<file path="config.mk">
export PLATFORM = sky130hd
export DESIGN_NAME = regfile_wr_arbiter_flat
export DESIGN_NICKNAME = d
export VERILOG_FILES = /design/src/rtl/regfile_wr_arbiter_if.sv /design/src/rtl/regfile_wr_arbiter.sv /design/src/flat_wrapper.sv
export SDC_FILE = /design/constraint.sdc
export NUM_CORES = 1
export LEC_CHECK = 0
export CAP_MARGIN = 5
export CORE_MARGIN = 5
export CORE_UTILIZATION = 36
export DETAILED_ROUTE_END_ITERATION = 12
export PLACE_DENSITY = 0.82
export SYNTH_ARGS = -nofsm -noshare
export SYNTH_HDL_FRONTEND = slang
export SYNTH_SLANG_ARGS = --single-unit
</file>
<file path="constraint.sdc">
create_clock -name clk -period 2.64 [get_ports clk]
set_input_delay 0.264 -clock clk [delete_from_list [all_inputs] [get_ports clk]]
set_output_delay 0.264 -clock clk [all_outputs]
set_load 0.01 [all_outputs]
</file>
<file path="src/rtl/regfile_wr_arbiter_if.sv">
// Register-file write-port bundle shared by the requesters and the arbiter.
// master: requester/clear side (drives requests), slave: arbiter side.
interface regfile_wr_arbiter_if #(
    parameter int NREQ = 4,
    parameter int AW   = 5,
    parameter int DW   = 32
);
    logic [NREQ-1:0]    req;
    logic [NREQ*AW-1:0] req_dr;
    logic [NREQ*DW-1:0] req_data;
    logic               clr_start;
    logic [NREQ-1:0]    gnt;
    logic               write;
    logic [AW-1:0]      dr;
    logic [DW-1:0]      wrData;
    logic               busy;

    modport master (
        output req, req_dr, req_data, clr_start,
        input  gnt, write, dr, wrData, busy
    );

    modport slave (
        input  req, req_dr, req_data, clr_start,
        output gnt, write, dr, wrData, busy
    );
endinterface

</file>
<file path="src/rtl/regfile_wr_arbiter.sv">
// Round-robin arbiter for the single register-file write port.
// Optional feature macro REGARB_CLEAR_EN: adds a CLEAR state that writes zero
// to all 32 registers on a clr_start pulse. Without it the FSM stays in IDLE,
// clr_start is ignored and busy is constant 0.
module regfile_wr_arbiter #(
    parameter int NREQ = 4,
    parameter int AW   = 5,
    parameter int DW   = 32
) (
    input  logic                 clk,
    input  logic                 reset_n,
    regfile_wr_arbiter_if.slave  bus
);
    localparam int PW = (NREQ > 1) ? $clog2(NREQ) : 1;
    localparam logic [PW-1:0] PTR_RST = PW'(NREQ - 1);

    typedef enum logic {IDLE, CLEAR} state_t;

    state_t          state_q;
    logic [PW-1:0]   ptr_q;
    logic [NREQ-1:0] gnt_q;
    logic            write_q;
    logic [AW-1:0]   dr_q;
    logic [DW-1:0]   wdata_q;
    logic            busy_q;
`ifdef REGARB_CLEAR_EN
    logic [4:0]      cnt_q;   // next register address to clear
`else
    logic            unused_clr;
    assign unused_clr = bus.clr_start;
`endif

    logic [NREQ-1:0] req_m;
    logic            win_vld;
    logic [PW-1:0]   win_idx;

    logic [AW-1:0]   dr_arr   [NREQ];
    logic [DW-1:0]   data_arr [NREQ];

    for (genvar g = 0; g < NREQ; g++) begin : g_unpack
        assign dr_arr[g]   = bus.req_dr[g*AW +: AW];
        assign data_arr[g] = bus.req_data[g*DW +: DW];
    end

    // Index k positions after p, modulo NREQ.
    function automatic logic [PW-1:0] rr_idx(input logic [PW-1:0] p, input int k);
        return PW'((int'(p) + k) % NREQ);
    endfunction

    // Winner search from ptr+1 upward; the requester holding the current grant
    // is masked so a late req drop cannot cause a second grant.
    always_comb begin
        req_m   = bus.req & ~gnt_q;
        win_vld = 1'b0;
        win_idx = ptr_q;
        // Walk farthest-to-nearest so the nearest hit after ptr overwrites.
        for (int k = NREQ; k >= 1; k--) begin
            if (req_m[rr_idx(ptr_q, k)]) begin
                win_vld = 1'b1;
                win_idx = rr_idx(ptr_q, k);
            end
        end
    end

    // FSM with registered write-port outputs; dr/wrData hold when idle.
    always_ff @(posedge clk or negedge reset_n) begin
        if (!reset_n) begin
            state_q <= IDLE;
            ptr_q   <= PTR_RST;
            gnt_q   <= '0;
            write_q <= 1'b0;
            dr_q    <= '0;
            wdata_q <= '0;
            busy_q  <= 1'b0;
`ifdef REGARB_CLEAR_EN
            cnt_q   <= '0;
`endif
        end else begin
            gnt_q   <= '0;
            write_q <= 1'b0;
            case (state_q)
                IDLE: begin
                    busy_q <= 1'b0;
`ifdef REGARB_CLEAR_EN
                    // Clear beats any same-cycle request; register 0 is
                    // written on the entry edge so there is no dead cycle.
                    if (bus.clr_start) begin
                        state_q <= CLEAR;
                        write_q <= 1'b1;
                        dr_q    <= '0;
                        wdata_q <= '0;
                        busy_q  <= 1'b1;
                        cnt_q   <= 5'd1;
                    end else
`endif
                    if (win_vld) begin
                        gnt_q[win_idx] <= 1'b1;
                        write_q        <= 1'b1;
                        dr_q           <= dr_arr[win_idx];
                        wdata_q        <= data_arr[win_idx];
                        ptr_q          <= win_idx;
                    end
                end
`ifdef REGARB_CLEAR_EN
                CLEAR: begin
                    // clr_start is not looked at here: no restart or extension.
                    write_q <= 1'b1;
                    dr_q    <= AW'(cnt_q);
                    wdata_q <= '0;
                    busy_q  <= 1'b1;
                    cnt_q   <= cnt_q + 5'd1;
                    if (cnt_q == 5'd31) begin
                        state_q <= IDLE;
                    end
                end
`endif
                default: state_q <= IDLE;
            endcase
        end
    end

    assign bus.gnt    = gnt_q;
    assign bus.write  = write_q;
    assign bus.dr     = dr_q;
    assign bus.wrData = wdata_q;
    assign bus.busy   = busy_q;
endmodule

</file>
<file path="src/flat_wrapper.sv">
// flat-port wrapper written by rule: the top's interface ports become plain ports
module regfile_wr_arbiter_flat 
#(
    parameter int NREQ = 4,
    parameter int AW   = 5,
    parameter int DW   = 32
)
  (clk, reset_n, bus_req, bus_req_dr, bus_req_data, bus_clr_start, bus_gnt, bus_write, bus_dr, bus_wrData, bus_busy);
  regfile_wr_arbiter_if #(.NREQ(NREQ), .AW(AW), .DW(DW)) bus_i ();
  input  logic clk;
  input  logic reset_n;
  input wire logic [$bits(bus_i.req)-1:0] bus_req;
  input wire logic [$bits(bus_i.req_dr)-1:0] bus_req_dr;
  input wire logic [$bits(bus_i.req_data)-1:0] bus_req_data;
  input wire logic [$bits(bus_i.clr_start)-1:0] bus_clr_start;
  output wire logic [$bits(bus_i.gnt)-1:0] bus_gnt;
  output wire logic [$bits(bus_i.write)-1:0] bus_write;
  output wire logic [$bits(bus_i.dr)-1:0] bus_dr;
  output wire logic [$bits(bus_i.wrData)-1:0] bus_wrData;
  output wire logic [$bits(bus_i.busy)-1:0] bus_busy;
  assign bus_i.req = bus_req;
  assign bus_i.req_dr = bus_req_dr;
  assign bus_i.req_data = bus_req_data;
  assign bus_i.clr_start = bus_clr_start;
  assign bus_gnt = bus_i.gnt;
  assign bus_write = bus_i.write;
  assign bus_dr = bus_i.dr;
  assign bus_wrData = bus_i.wrData;
  assign bus_busy = bus_i.busy;
  regfile_wr_arbiter #(.NREQ(NREQ), .AW(AW), .DW(DW)) u_core (.clk(clk), .reset_n(reset_n), .bus(bus_i));
endmodule
</file>
* After elaboration in Yosys (flattened, before gate mapping)
Cells that the tools add are included.
** Word-level totals
- Flip-flop bits (word level) :: 44
- Bits of input ports :: 155
** Operators by class
- Muxes and demuxes :: 26
- Add/sub/neg operators :: 4
- $lt $le $gt $ge :: 7
- Reduce and logical (&&, ||, !) cells :: 1
- Bitwise operators :: 3
** Operators by type and width (count)
- $bmux W32 S2 :: 1
- $mux W32 :: 2
- $lt A2 B3 Y1 const B :: 5
- $bmux W5 S2 :: 1
- $mux W1 :: 10
- $mux W5 :: 2
- $bmux W1 S2 :: 4
- $mux W2 :: 4
- $add A2 B1 Y2 const B :: 2
- $add A2 B2 Y2 const B :: 2
- $and A4 B4 Y4 :: 1
- $mux W4 :: 1
- $not A4 Y4 :: 1
- $ge A3 B3 Y1 const B :: 1
- $not A2 Y3 :: 1
- $demux W1 S2 :: 1
- $ge A2 B1 Y1 const B :: 1
- $logic_and A1 B1 Y1 :: 1

* Depth between registers and ports, before layout
- Word-level depth :: 13
- Depth in mapped cells :: 8
- Gate-level depth less buffers :: 6

* Worst setup path after synthesis
No wires, ideal clock.
- Path type :: register to register
- Start point :: register u_core.gnt_q[3] (netlist: u_core.bus.gnt[3])
- End point :: register u_core.dr_q[0] (netlist: u_core.bus.dr[0])
- Buffers on the path :: 3
- Arrival :: 1.734 ns
- Setup slack :: 0.762 ns
- Period minus slack after synthesis :: 1.878 ns
- Cell stages (with the launch flop) :: 9
- Cell sequence :: dfrtp_1 > nand2b_4 > or3b_1 > o211ai_2 > buf_6 > buf_6 > buf_6 > mux2i_1 > o221ai_1
** Between the ends
- Word-level cells in the longest chain between the ends :: 12
- Elaborated cells on any way between the ends :: 22
- Those cells by class :: mux: 19; bitwise: 3
** RTL lines
- from (decl) :: RTL line regfile_wr_arbiter.sv:21 : logic [NREQ-1:0] gnt_q;
- from (signal assigned) :: RTL line regfile_wr_arbiter.sv:70 : gnt_q <= '0;
- from (signal assigned) :: RTL line regfile_wr_arbiter.sv:79 : gnt_q <= '0;
- from (signal, indexed assignment) :: RTL line regfile_wr_arbiter.sv:97 : gnt_q[win_idx] <= 1'b1;
- $not A4 Y4 (*) :: RTL line regfile_wr_arbiter.sv:53 : req_m = bus.req & ~gnt_q;
- $and A4 B4 Y4 (*) :: RTL line regfile_wr_arbiter.sv:53
- $bmux W1 S2 :: RTL line regfile_wr_arbiter.sv:58 : if (req_m[rr_idx(ptr_q, k)]) begin
- $mux W1 (not written as such) :: RTL line regfile_wr_arbiter.sv:58
- $mux W2 (4 in a row) :: RTL line regfile_wr_arbiter.sv:58
- $not A2 Y3 (not written as such) :: RTL line regfile_wr_arbiter.sv:99 : dr_q <= dr_arr[win_idx];
- $bmux W5 S2 :: RTL line regfile_wr_arbiter.sv:99
- $mux W5 (not written as such) (2 in a row) :: RTL line regfile_wr_arbiter.sv:99
- to (signal assigned) :: RTL line regfile_wr_arbiter.sv:99
- to (decl) :: RTL line regfile_wr_arbiter.sv:23 : logic [AW-1:0] dr_q;
Every way passes the cells marked *; elsewhere a longest branch is shown, timed or not. The select of a mux whose other input is x is not followed.
A chain may end at the register's enable or synchronous reset.

* Worst setup path after layout
- Start point :: input port bus_req[3]
- End point :: register u_core.wdata_q[29] (netlist: u_core.bus.wrData[29])
** Between the ends
- Word-level cells in the longest chain between the ends :: 11
- Elaborated cells on any way between the ends :: 21
- Those cells by class :: mux: 19; bitwise: 2
** RTL lines
- from (decl) :: RTL line flat_wrapper.sv:12 : input wire logic [$bits(bus_i.req)-1:0] bus_req;
- $and A4 B4 Y4 (*) :: RTL line regfile_wr_arbiter.sv:53
- $bmux W1 S2 :: RTL line regfile_wr_arbiter.sv:58
- $mux W1 (not written as such) :: RTL line regfile_wr_arbiter.sv:58
- $mux W2 (4 in a row) :: RTL line regfile_wr_arbiter.sv:58
- $not A2 Y3 (not written as such) :: RTL line regfile_wr_arbiter.sv:100 : wdata_q <= data_arr[win_idx];
- $bmux W32 S2 :: RTL line regfile_wr_arbiter.sv:100
- $mux W32 (not written as such) (2 in a row) :: RTL line regfile_wr_arbiter.sv:100
- to (signal assigned) :: RTL line regfile_wr_arbiter.sv:100
- to (decl) :: RTL line regfile_wr_arbiter.sv:24 : logic [DW-1:0] wdata_q;
Marked as above.

==> results.yml <==
routing:
  finalWirelength_mm: 9.51
  vias: 2754
  drc: 0
  viasPerCell: 5.12
  wire_per_inst_um: 17.7
  drt_iter0_drc: 56
  drt_pass1_iterations: 5
  detail-route-antenna-nets: 0
final_layout:
  diodes: 0
  drive_above_1_share: 0.124
  fin_util: 0.652
  areaGrowthSynthToFinish_pct: 77.2
  nets: 590
setup_path:
  critPathTopFamily: "compound AO/OA/AOI/OAI gates"
  crit_fanout: 18
  crit_buf_inv: 2
  crit_arrival_ns: 2.37
  endpoint_kind: "flop"
  rrSetupSlack_ns: 0.44
  worstSetupPathType: "in -> reg"
  slowest_delay_ns: 0.73
  required_ns: 2.80
  path_cells: "clkdlybuf4s50_1 > nand2b_4 > o21ai_1 > nand2_1 > a21oi_4 > buf_12 > a221oi_1"
  worst_path_max_delay_cell: "a21oi_4"
  cp-start-kind: "input port"
grt:
  grt_overflow: 0
  grt_pass1_vias: 3077
  antenna_found_initial: 0
  grt_max_degree: 45
  grt_first_pass_wirelength_mm: 15.2
  grt_usage: 0.190
run:
  max_cap_viol_count: 0
clock_network:
  htreeDepth: 2
  cts_setup_buffers: 0
  cts.sinks: 44
  postCtsResizedCells: 0
  cts.clk_slew.worst_paths_ns: 0.08
  insertion_delay_ns: 0.29
  postCtsHoldBufs: 0
  tritoncts: "done"
  cts_max_path_buffers: 2
  numCtsBuffers: 5
  cts_root_buf: "clkbuf_8"
pwr:
  powerDensity_nw_per_um2: 1010
  ir_drop_uv: 524
  leakage_nw: 2.07
synth:
  ys.warnings.count: 0
  synth_top_area_frac: 0.372
  synthTopCellsByArea: "dfrtp_1 37%, mux2i_1 26%, a221oi_2 15%"
  synth_area_per_cell_sq_um: 11.6
  syn_nets: 398
  yosysTopAreaCell: "dfrtp_1"
  synth_common_cells: "74 x mux2i_1, 42 x dfrtp_1, 39 x nor2_1"
  syn_area_sq_um: 2830
  synth_cell_types: 30
  yosysMostFrequentCell: "mux2i_1"
  synth_edf_count: 0
  synth-main-ff-cell: "dfrtp_1"
  ys_seq_area_frac: 0.390
  netlist_instances: 243
  synthArstFlopShare: 1.00
  synth-seq-cells: 44
timing:
  hold_viol_final: 0
  max_slew_margin: 0.345
  setup_viol: 0
  clock_skew_ns: 0.00442
  fmax_mhz: 452
  whs_ns: 0.116
  rsz0062_at_grt: "false"
  period_share: 0.837
  maxSlewViolCount: 0
  tightest_slew_ns: 0.982
  fin_setup_tns_ns: 0
  min_period_ns: 2.21
status:
  status: "completed"
min_path:
  hp-class: "in -> async"
floorplanning:
  die_x_um: 98.6
  die_h_um: 98.6
  die_area_sq_um: 9730
  num_rows: 32
  start_util: 0.368
  ios: 198
  core_sq_um: 7690
place:
  place_hpwl_mm: 7.61
  io_buffers: 195
  place.gp.congestion: 0.887
-- through the flow --
stage	power (W)	std cells	setup WS, ns	instance area, sq um
after floorplan	0.00331	243	0.762	2830
after global placement	0.00447	530	0.141	4890
after detailed placement	0.00456	530	0.112	4890
after CTS	0.00514	538	0.410	5010
after global routing	0.00539	538	0.288	5010
final	0.00507	538	0.429	5010
-- cells by family after synthesis --
family | Yosys count | share of synthesized area
AOI/OAI and AO/OA | 47 | 0.207
buffers and inverters | 21 | 0.0517
DFF | 44 | 0.390
muxes | 74 | 0.262
other | 1 | 0.00133
and+or+nand+nor | 56 | 0.0885
-- worst paths after layout --
kind | startpoint | endpoint | cells after the start
setup / recovery | bus_req[3] | u_core.bus.wrData[29] | 7
hold / removal | reset_n | u_core.bus.wrData[30] | 1
setup reg to reg | u_core.bus.gnt[3] | u_core.bus.wrData[29] | 6
hold reg to reg | u_core.bus.wrData[26] | u_core.bus.wrData[26] | 2
max in group asynchronous | reset_n | u_core.bus.wrData[0] | 1
min in group clk | u_core.bus.wrData[26] | u_core.bus.wrData[26] | 2
-- registers in the layout (all words and copies together) (netlist names) --
name / flops
u_core.ptr_q: 2
u_core.bus.dr: 5
u_core.bus.gnt: 4
u_core.bus.wrData: 32
u_core.bus.write: 1
-- cell type report --
class                           count  area (sq um)
Clock buffer                        7          96.3
Clock inverter                      1          30.0
Fill cell                         625          2680
Inverter                            2          7.51
Multi-Input combinational cell    178          1610
Sequential cell                    44          1100
Tap cell                          102           128
Timing Repair Buffer              204          2040
-- cell usage in the layout, fill, tap and decap left out, types with 2 or more instances in the layout --
| cell type | synthesis | routed |
|---|---|---|
| clkdlybuf4s50_1 | 0 | 194 |
| mux2i_1 | 74 | 74 |
| dfrtp_1 | 42 | 42 |
| nor2_1 | 39 | 39 |
| a221oi_2 | 29 | 29 |
| clkbuf_8 | 0 | 7 |
| buf_4 | 4 | 7 |
| nand2_1 | 5 | 5 |
| a221oi_1 | 5 | 5 |
| nor2b_1 | 3 | 3 |
| nand2b_1 | 3 | 3 |
| and2_1 | 3 | 3 |
| o221ai_1 | 3 | 3 |
| o21ai_0 | 2 | 2 |
| buf_12 | 0 | 2 |
| dfstp_2 | 2 | 2 |
-- layer usage --
| layer | GRT usage | part of all wire | vias to the layer above |
|---|---|---|---|
| met1 | 0.212 | 0.38 | 1323 |
| met3 | 0.0552 | 0.064 | 18 |
| met4 | 0.0483 | 0.019 | 0 |
| li1 | - | - | 1308 |
| met5 | 0 | 0 | - |
| met2 | 0.353 | 0.54 | 105 |
-- power breakdown --
| part | switching, W | internal [W] |
|---|---|---|
| clock network | 0.000227 | 0.000334 |
| registers | 0.000198 | 0.00103 |
| logic | 0.00154 | 0.00175 |
| total | 0.00197 | 0.00311 |
Note: power is estimated with default switching activity, not from simulation.
==> variant, RTL diff (config.mk and constraints unchanged) <==
`AW` is set to 5 in 3 places; all go to 7.
--- a/src/rtl/regfile_wr_arbiter_if.sv
+++ b/src/rtl/regfile_wr_arbiter_if.sv
@@ -2,7 +2,7 @@
 // master: requester/clear side (drives requests), slave: arbiter side.
 interface regfile_wr_arbiter_if #(
     parameter int NREQ = 4,
-    parameter int AW   = 5,
+    parameter int AW   = 7,
     parameter int DW   = 32
 );
     logic [NREQ-1:0]    req;
--- a/src/rtl/regfile_wr_arbiter.sv
+++ b/src/rtl/regfile_wr_arbiter.sv
@@ -4,7 +4,7 @@
 // clr_start is ignored and busy is constant 0.
 module regfile_wr_arbiter #(
     parameter int NREQ = 4,
-    parameter int AW   = 5,
+    parameter int AW   = 7,
     parameter int DW   = 32
 ) (
     input  logic                 clk,
--- a/src/flat_wrapper.sv
+++ b/src/flat_wrapper.sv
@@ -2,7 +2,7 @@
 module regfile_wr_arbiter_flat 
 #(
     parameter int NREQ = 4,
-    parameter int AW   = 5,
+    parameter int AW   = 7,
     parameter int DW   = 32
 )
   (clk, reset_n, bus_req, bus_req_dr, bus_req_data, bus_clr_start, bus_gnt, bus_write, bus_dr, bus_wrData, bus_busy);
Interface: changed (resized bus_dr and bus_req_dr); port bits go from 198 to 208. No check against the original RTL was run, so the function may have changed too.
==> variant against the original RTL <==
- synthesized area up 11%
- final area is 7.1% higher
- worst setup slack better by 75 ps
- combinational power rose by 13%
- via count grew 11%
- critical endpoint is now u_core.bus.wrData[8]
- sequential power grew 7%
- sequential cell count is 2 higher
- clock power increased by 16%
- routed wire length increased by 14%
- total power up 12%
==> variant: results (changes against the original RTL) <==
| Metric | Value |
|---|---|
| Crit path required time | 2810 ps (about the same) |
| TritonRoute pass-1 iters | 4 (-1) |
| Delay-heaviest family, CP | simple AND/OR/NAND/NOR gates |
| Fill count | 704 (+13%) |
| Largest stage delay, worst path | 610 ps (-120 ps) |
| Via density | 5.37 (+4.8%) |
| Clk_skew | 11.1 ps (+6.64 ps) |
| Top cells by area, synth | dfrtp_1 (35%), a221oi_2 (16%), mux2i_1 (11%) |
| Placed cell count | 562 (+6.0%) |
| CTS max path bufs | 2 (unchanged) |
| CP max stage cell | dfstp_2 |
| Largest net degree at the start of global routing | 37 (-18%) |
| Total leakage power | 2.21 nW (+6.9%) |
| Top cells by count, synth | inv_1 (45), dfrtp_1 (44), mux2i_1 (34), o32ai_1 (34), a221oi_2 (33) |
| # nets final | 625 (+5.9%) |
| Top pwr grp | combinational logic |
| Sw Pwr | 2.27 mW (+15%) |
| Clock-pin slew on the worst setup and hold paths | 100 ps (+20 ps) |
| First-pass GRT wire length | 15.9 mm (+4.8%) |
| Fraction of layout cells with a size suffix above 1 | 0.162 (+0.0381) |
| Clock group | 0.652 mW (+16%) |
| Area after DPL | 0.00522 mm2 (+6.8%) |
| Pre-CTS setup slack | 221 ps (+109 ps) |
| Status | finished clean |
| Final RePlAce weighted congestion | 0.814 (-8.3%) |
| Worst Hold Margin | 478 ps (+362 ps) |
| VDD IR-drop max | 0.728 mV (+39%) |
| Slew @ Worst Pin | 575 ps (-407 ps) |
| Post-synthesis cell type count | 36 (+20%) |
| Int Pwr | 3.40 mW (+9.5%) |
| Number of global-route vias before repair | 3295 (+7.1%) |
| Gate power share | 0.655 (+0.007) |
| Worst-path fanout max | 20 (+2) |
| IO Port Bufs | 205 (+5.1%) |
| Number of DRC markers in iteration 0 | 51 (-8.9%) |
| HPWL Detailed | 8.26 mm (+8.7%) |
| Final Non-Filler Cells | 571 (+6.1%) |
| Post-synthesis sequential area ratio | 0.369 (-0.0214) |
| Total Routing Usage GR | 0.190 (+0.000255) |
| Top FF cell, synth | dfrtp_1 |
| Syn Nets | 427 (+7.3%) |
| Synth-to-Final Area Change | 71.6% |
| Routed WL per cell | 19.0 um (+7.3%) |
| Fin crit share | 0.809 (-0.0284) |
| Cts hold-fix bufs | 1 (+1) |
| Cell count after synthesis | 264 (+8.6%) |
| Root Buffer Master | clkbuf_8 |
## variant: cell count changes after synthesis, moves of 34 or more
cell,unedited run,this run
o32ai_1,0,34
nor2_1,39,4
mux2i_1,74,34
inv_1,1,45
## variant: layer usage
| metal | up-vias | share of wire | GRT usage | routed length [um] |
|---|---|---|---|---|
| met5 | - | 0 | 0 | 0 |
| li1 | 1415 | - | - | - |
| met2 | 147 | 0.52 | 0.364 | 5670 |
| met4 | 0 | 0.011 | 0.0478 | 120 |
| met1 | 1492 | 0.36 | 0.204 | 3950 |
| met3 | 10 | 0.10 | 0.0543 | 1090 |
## variant: cell families (layout without fill, tap and decap cells)
kind of cell / count (synthesis) / count (layout) / share of synthesized area
other cells: 1 / 1 / 0.00120
flops: 46 / 46 / 0.369
buf+inv: 73 / 272 / 0.136
mux: 39 / 39 / 0.133
compound gates: 87 / 87 / 0.322
simple gates: 18 / 18 / 0.0396
## variant: layout make-up
cell class / instances / share of cell area
clock inverter: 2 / 0.0112
inverter: 45 / 0.0315
tap: 108 / 0.0252
multi-input combinational: 145 / 0.294
sequential: 46 / 0.215
clock buffer: 6 / 0.0154
timing repair buffer: 219 / 0.408
## variant: worst paths after layout
kind                             startpoint                    end  depth (start not counted)
max reg2reg                 u_core.ptr_q[0]   u_core.bus.wrData[8]                          5
max in group asynchronous           reset_n        u_core.ptr_q[1]                          3
min reg2reg                 u_core.ptr_q[1]        u_core.ptr_q[1]                          1
min in group clk           bus_req_data[54]  u_core.bus.wrData[22]                          3
max                         u_core.ptr_q[0]   u_core.bus.wrData[8]                          5
min                                 reset_n  u_core.bus.wrData[20]                          2
## variant: worst reg2reg max path, cell delays in order (launching register included)
cell	delay [ps]
dfstp_2	610
and4bb_1	220
or3_2	520
buf_4	250
o32ai_1	340
a221oi_2	60
